<file path="config.mk">
export PLATFORM = sky130hd
export DESIGN_NAME = regfile_onehot_wr
export DESIGN_NICKNAME = d
export VERILOG_FILES = /design/src/rtl/regfile_onehot_wr.sv
export SDC_FILE = /design/constraint.sdc
export NUM_CORES = 1
export LEC_CHECK = 0
export CAP_MARGIN = 20
export CORE_MARGIN = 3
export CORE_UTILIZATION = 35
export CTS_BUF_LIST = sky130_fd_sc_hd__clkbuf_8
export DETAILED_ROUTE_END_ITERATION = 10
export GPL_TIMING_DRIVEN = 0
export PLACE_DENSITY = 0.61
export SKIP_LAST_GASP = 1
export SYNTH_ARGS = -nofsm -noshare
export SYNTH_HDL_FRONTEND = slang
export SYNTH_SLANG_ARGS = --single-unit
</file>
<file path="constraint.sdc">
create_clock -name clk -period 3.6 [get_ports clk]
set_input_delay 0.72 -clock clk [delete_from_list [all_inputs] [get_ports clk]]
set_output_delay 0.72 -clock clk [all_outputs]
set_load 0.02 [all_outputs]
</file>
<file path="src/rtl/regfile_onehot_wr.sv">
// 8 x WIDTH register file with a one-hot write select and two registered read ports.
// Same-cycle write-to-read bypass; sticky Err flag for non-one-hot write selects.
module regfile_onehot_wr #(
  parameter int               WIDTH   = 16,
  parameter logic [WIDTH-1:0] RST_VAL = '0
) (
  input  logic             clk,
  input  logic             rst_n,
  input  logic             WrEn,
  input  logic [7:0]       WrSel,
  input  logic [WIDTH-1:0] WrData,
  input  logic [2:0]       RdAddr1,
  input  logic [2:0]       RdAddr2,
  output logic [WIDTH-1:0] RdData1,
  output logic [WIDTH-1:0] RdData2,
  output logic             Err
);

  // Exactly one bit set: non-zero, and clearing the lowest set bit leaves zero.
  function automatic logic is_onehot8(input logic [7:0] sel);
    return (sel != 8'd0) && ((sel & (sel - 8'd1)) == 8'd0);
  endfunction

  logic [WIDTH-1:0] regs_q [8];
  logic [WIDTH-1:0] regs_d [8];
  logic [WIDTH-1:0] rd1_q, rd1_d;
  logic [WIDTH-1:0] rd2_q, rd2_d;
  logic             err_q, err_d;
  logic             wr_legal_s;

  // Next-state: write decode, bypassed reads and sticky error.
  always_comb begin
    wr_legal_s = WrEn && is_onehot8(WrSel);
    for (int i = 0; i < 8; i++) begin
      if (wr_legal_s && WrSel[i]) begin
        regs_d[i] = WrData;
      end else begin
        regs_d[i] = regs_q[i];
      end
    end
    if (wr_legal_s && WrSel[RdAddr1]) begin
      rd1_d = WrData;
    end else begin
      rd1_d = regs_q[RdAddr1];
    end
    if (wr_legal_s && WrSel[RdAddr2]) begin
      rd2_d = WrData;
    end else begin
      rd2_d = regs_q[RdAddr2];
    end
    err_d = err_q | (WrEn & ~wr_legal_s);
  end

  always_ff @(posedge clk) begin
    if (!rst_n) begin
      for (int i = 0; i < 8; i++) begin
        regs_q[i] <= RST_VAL;
      end
      rd1_q <= RST_VAL;
      rd2_q <= RST_VAL;
      err_q <= 1'b0;
    end else begin
      for (int i = 0; i < 8; i++) begin
        regs_q[i] <= regs_d[i];
      end
      rd1_q <= rd1_d;
      rd2_q <= rd2_d;
      err_q <= err_d;
    end
  end

  assign RdData1 = rd1_q;
  assign RdData2 = rd2_q;
  assign Err     = err_q;

endmodule

</file>
==> reports/qor.log <==
qor: status.run_status finished, final reports clean
qor: routing.routed_wire_length_per_instance 21.82 um
qor: setup_path.arrival 3.53 ns
qor: sta.setup_tns 0 ns
qor: sta.layout_min_cycle_time 3.442 ns
qor: setup_path.crit_family simple AND/OR/NAND/NOR gates
qor: floorplanning.dieWidth 155.7 um
qor: setup_path.worst-path-max-fanout 16
qor: logic_synthesis.syn-mean-instance-area 14.32 um2
qor: setup_path.crit_buf_inv 3
qor: final_layout.drive_gt1_frac 0.1927
qor: routing.viasPerCell 5.407
qor: logic_synthesis.synthesis.yosys.warnings 0
qor: final_layout.multi_input_comb_area 3069 um2
qor: logic_synthesis.yosys_most_used_dff sky130_fd_sc_hd__edfxtp_1
qor: logic_synthesis.postSynthRegisterBits 161
qor: logic_synthesis.share_of_the_synthesized_area_in_the_top_cell_type 0.4900
qor: global_routing.initial_antenna_violation_count 1
qor: floorplanning.die_area 24250 um2
qor: sta.final-setup-viol-count 0
qor: sta.slew-limit-headroom 0.3815
qor: global_routing.grt_usage 0.1690
qor: cts.htree_num_levels 4
qor: setup_path.worst-endpoint-required 3.69 ns
qor: sta.hold_worst_slack 0.4732 ns
qor: setup_path.path_common_cell sky130_fd_sc_hd__buf_2
qor: final_layout.final_area 9153 um2
qor: floorplanning.floorplan.initialDensity 0.3584
qor: routing.vias 4937
qor: logic_synthesis.ys_top_cells_by_area sky130_fd_sc_hd__edfxtp_1 49%, sky130_fd_sc_hd__mux4_2 20%, sky130_fd_sc_hd__dfxtp_1 8.4%
qor: cts.clockRootBuffer sky130_fd_sc_hd__clkbuf_8
qor: logic_synthesis.asyncSetResetFlopFracSynth 0
qor: setup_path.setup.worst_path.end_class register
qor: setup_path.worst_setup_path_start_kind input pin
qor: final_layout.final_util 0.4181
qor: routing.postRouteWirelength 19920 um
qor: power_and_ir_drop.power_leakage 3.267 nW
qor: placed_design.place_congestion 0.7896
qor: cts.tritoncts yes
qor: power_and_ir_drop.power.density_cell_area 454.0 nW/um2
qor: floorplanning.ioPinCount 66
qor: placed_design.place_area 8736 um2
qor: final_layout.seq_area 4504 um2
qor: hold_path.hold_path_class reg2reg
qor: logic_synthesis.netlist-cell-type-count 31
qor: routing.remaining_drc_errors 0
qor: routing.firstDrtPassIters 5
qor: sta.unrepaired_setup_endpoints_after_global_routing false
qor: sta.layout_worst_path_cycle_share 0.9562
qor: logic_synthesis.synthesis.instances 548
qor: placed_design.io_buffers 51
qor: setup_path.worst-setup-path-type in2reg
qor: cts.setup_bufs_post_cts 0
qor: floorplanning.floorplan.core_area 21890 um2
qor: routing.drt-initial-drc-count 474
qor: logic_synthesis.synth_sequential_area_ratio 0.5742
qor: logic_synthesis.synth_commonest_cells 128 x sky130_fd_sc_hd__edfxtp_1, 97 x sky130_fd_sc_hd__nor2_1, 68 x sky130_fd_sc_hd__mux4_2
qor: sta.drv_slew 0
qor: cts.cts_buffers 17
qor: cts.cts-root-to-sink-buffers 2
qor: final_layout.n_antenna_cell 0
qor: final_layout.final_stage_net_count 653
qor: sta.fmaxAchievable 0.2905 GHz
qor: job.max_cap_viol_count 0
qor: cts.path_clk_slew 0.08 ns
qor: final_layout.area_delta_synth_final 16.67%
qor: sta.tightest_slew 0.9277 ns
qor: cts.clock-sinks 161
qor: logic_synthesis.synthDominantAreaCellType sky130_fd_sc_hd__edfxtp_1
qor: global_routing.first_global_vias 5178
qor: power_and_ir_drop.ir_drop 0.0002149 V
qor: setup_path.cpMaxStageDelayCell sky130_fd_sc_hd__nand2_1
qor: logic_synthesis.synthesis.nets 581
qor: global_routing.grt_max_degree 17
qor: placed_design.post-dp-hpwl 14280 um
qor: final_layout.filler_cell_count 2019
qor: setup_path.worstPathCellList buf_2 -> or4_1 -> buf_2 -> or3_1 -> a21oi_4 -> o211ai_2 -> buf_2 -> nand2_1
qor: cts.post_cts_hold_buffer_count 0
qor: logic_synthesis.post_synth_instance_area 7845 um2
qor: floorplanning.rows 54
qor: logic_synthesis.synth_enable_flop_cells 128
qor: cts.clk-insertion-delay-late 0.46 ns
qor: sta.final.setup_skew 0.01717 ns
qor: global_routing.global_route_wire_length_before_repair 30330 um
qor: global_routing.globalRoute.totalOverflow 0
qor: setup_path.longest_individual_stage_delay_on_the_worst_path 0.66 ns
qor: routing.drt.antenna.violating_nets 0
qor: cts.cts_resized 0
qor: floorplanning.die_h 155.7 um
qor: logic_synthesis.synth.most_common_cell sky130_fd_sc_hd__edfxtp_1
qor: sta.hold_viol_final 0
## worst paths after layout
kind	from	end	slack, ns	cells after the start
setup / recovery	WrSel[4]	regs_q[0][6]$_SDFFCE_PN0P_	0.16	8
hold / removal	Err$_SDFF_PN0_	Err$_SDFF_PN0_	0.47	1
setup reg to reg	regs_q[7][7]$_DFFE_PP_	RdData1[7]$_SDFF_PN0_	2.11	4
hold reg to reg	Err$_SDFF_PN0_	Err$_SDFF_PN0_	0.47	1
## layout make-up
| class | count | share of cell area |
|---|---|---|
| plain buffers | 47 | 0.02310 |
| clock buffers | 20 | 0.03008 |
| clock inverters | 12 | 0.01545 |
| inverters | 18 | 0.007382 |
| multi-input cells | 322 | 0.3353 |
| flip-flops and latches | 161 | 0.4921 |
| well taps | 280 | 0.03828 |
| repair buffers | 53 | 0.05824 |
## metal layers
| metal | GRT usage | share of wire | up-vias |
|---|---|---|---|
| li1 | - | - | 2218 |
| met1 | 0.2108 | 0.40 | 2541 |
| met2 | 0.2913 | 0.52 | 158 |
| met3 | 0.04494 | 0.070 | 18 |
| met4 | 0.04794 | 0.012 | 2 |
| met5 | 0 | 0.00065 | - |
## through the flow
step	power, W	setup slack (ns)	instances
after detailed placement	0.002804	-0.3075	881
after CTS	0.004179	0.1717	913
final	0.004155	0.1578	913
after floorplan	0.002578	-0.3023	548
after global placement	0.002780	-1.254	879
after global routing	0.004313	0.009768	913
## logic make-up after synthesis
logic type | share of synthesized area
xor+xnor | 0.004467
compound gates | 0.05391
mux | 0.2389
flops | 0.5742
buf+inv | 0.03557
simple gates | 0.09298
## registers in the layout, indices dropped and copies added, names as in the netlist
register,cells
RdData1,16
RdData2,16
Err,1
regs_q,128
## cells in the final DEF (no fill, tap or decap), types with 2 or more instances in the layout
cell type	n
sky130_fd_sc_hd__buf_1	4
sky130_fd_sc_hd__buf_2	10
sky130_fd_sc_hd__buf_6	5
sky130_fd_sc_hd__bufinv_16	3
sky130_fd_sc_hd__clkbuf_1	30
sky130_fd_sc_hd__clkbuf_8	20
sky130_fd_sc_hd__clkdlybuf4s50_1	51
sky130_fd_sc_hd__clkinvlp_4	3
sky130_fd_sc_hd__dfxtp_1	33
sky130_fd_sc_hd__edfxtp_1	128
sky130_fd_sc_hd__inv_1	21
sky130_fd_sc_hd__mux2_2	2
sky130_fd_sc_hd__mux2i_1	32
sky130_fd_sc_hd__mux4_2	68
sky130_fd_sc_hd__nand2_1	27
sky130_fd_sc_hd__nand2b_1	32
sky130_fd_sc_hd__nor2_1	97
sky130_fd_sc_hd__nor3_1	3
sky130_fd_sc_hd__o211ai_1	32
sky130_fd_sc_hd__o211ai_2	3
sky130_fd_sc_hd__o211ai_4	2
sky130_fd_sc_hd__o21a_1	2
sky130_fd_sc_hd__o21ai_0	4
sky130_fd_sc_hd__o21ai_2	2
sky130_fd_sc_hd__o311a_1	2
sky130_fd_sc_hd__or3_1	2
sky130_fd_sc_hd__xnor2_1	2
sky130_fd_sc_hd__xor2_1	2
## report_power, final
group | total (W) | switching [W] | internal [W]
logic | 0.000578 | 0.000304 | 0.000274
registers | 0.00218 | 0.0000490 | 0.00213
clock network | 0.00140 | 0.000665 | 0.000732
total | 0.00416 | 0.00102 | 0.00314
Power figures use the tool's default switching activity.
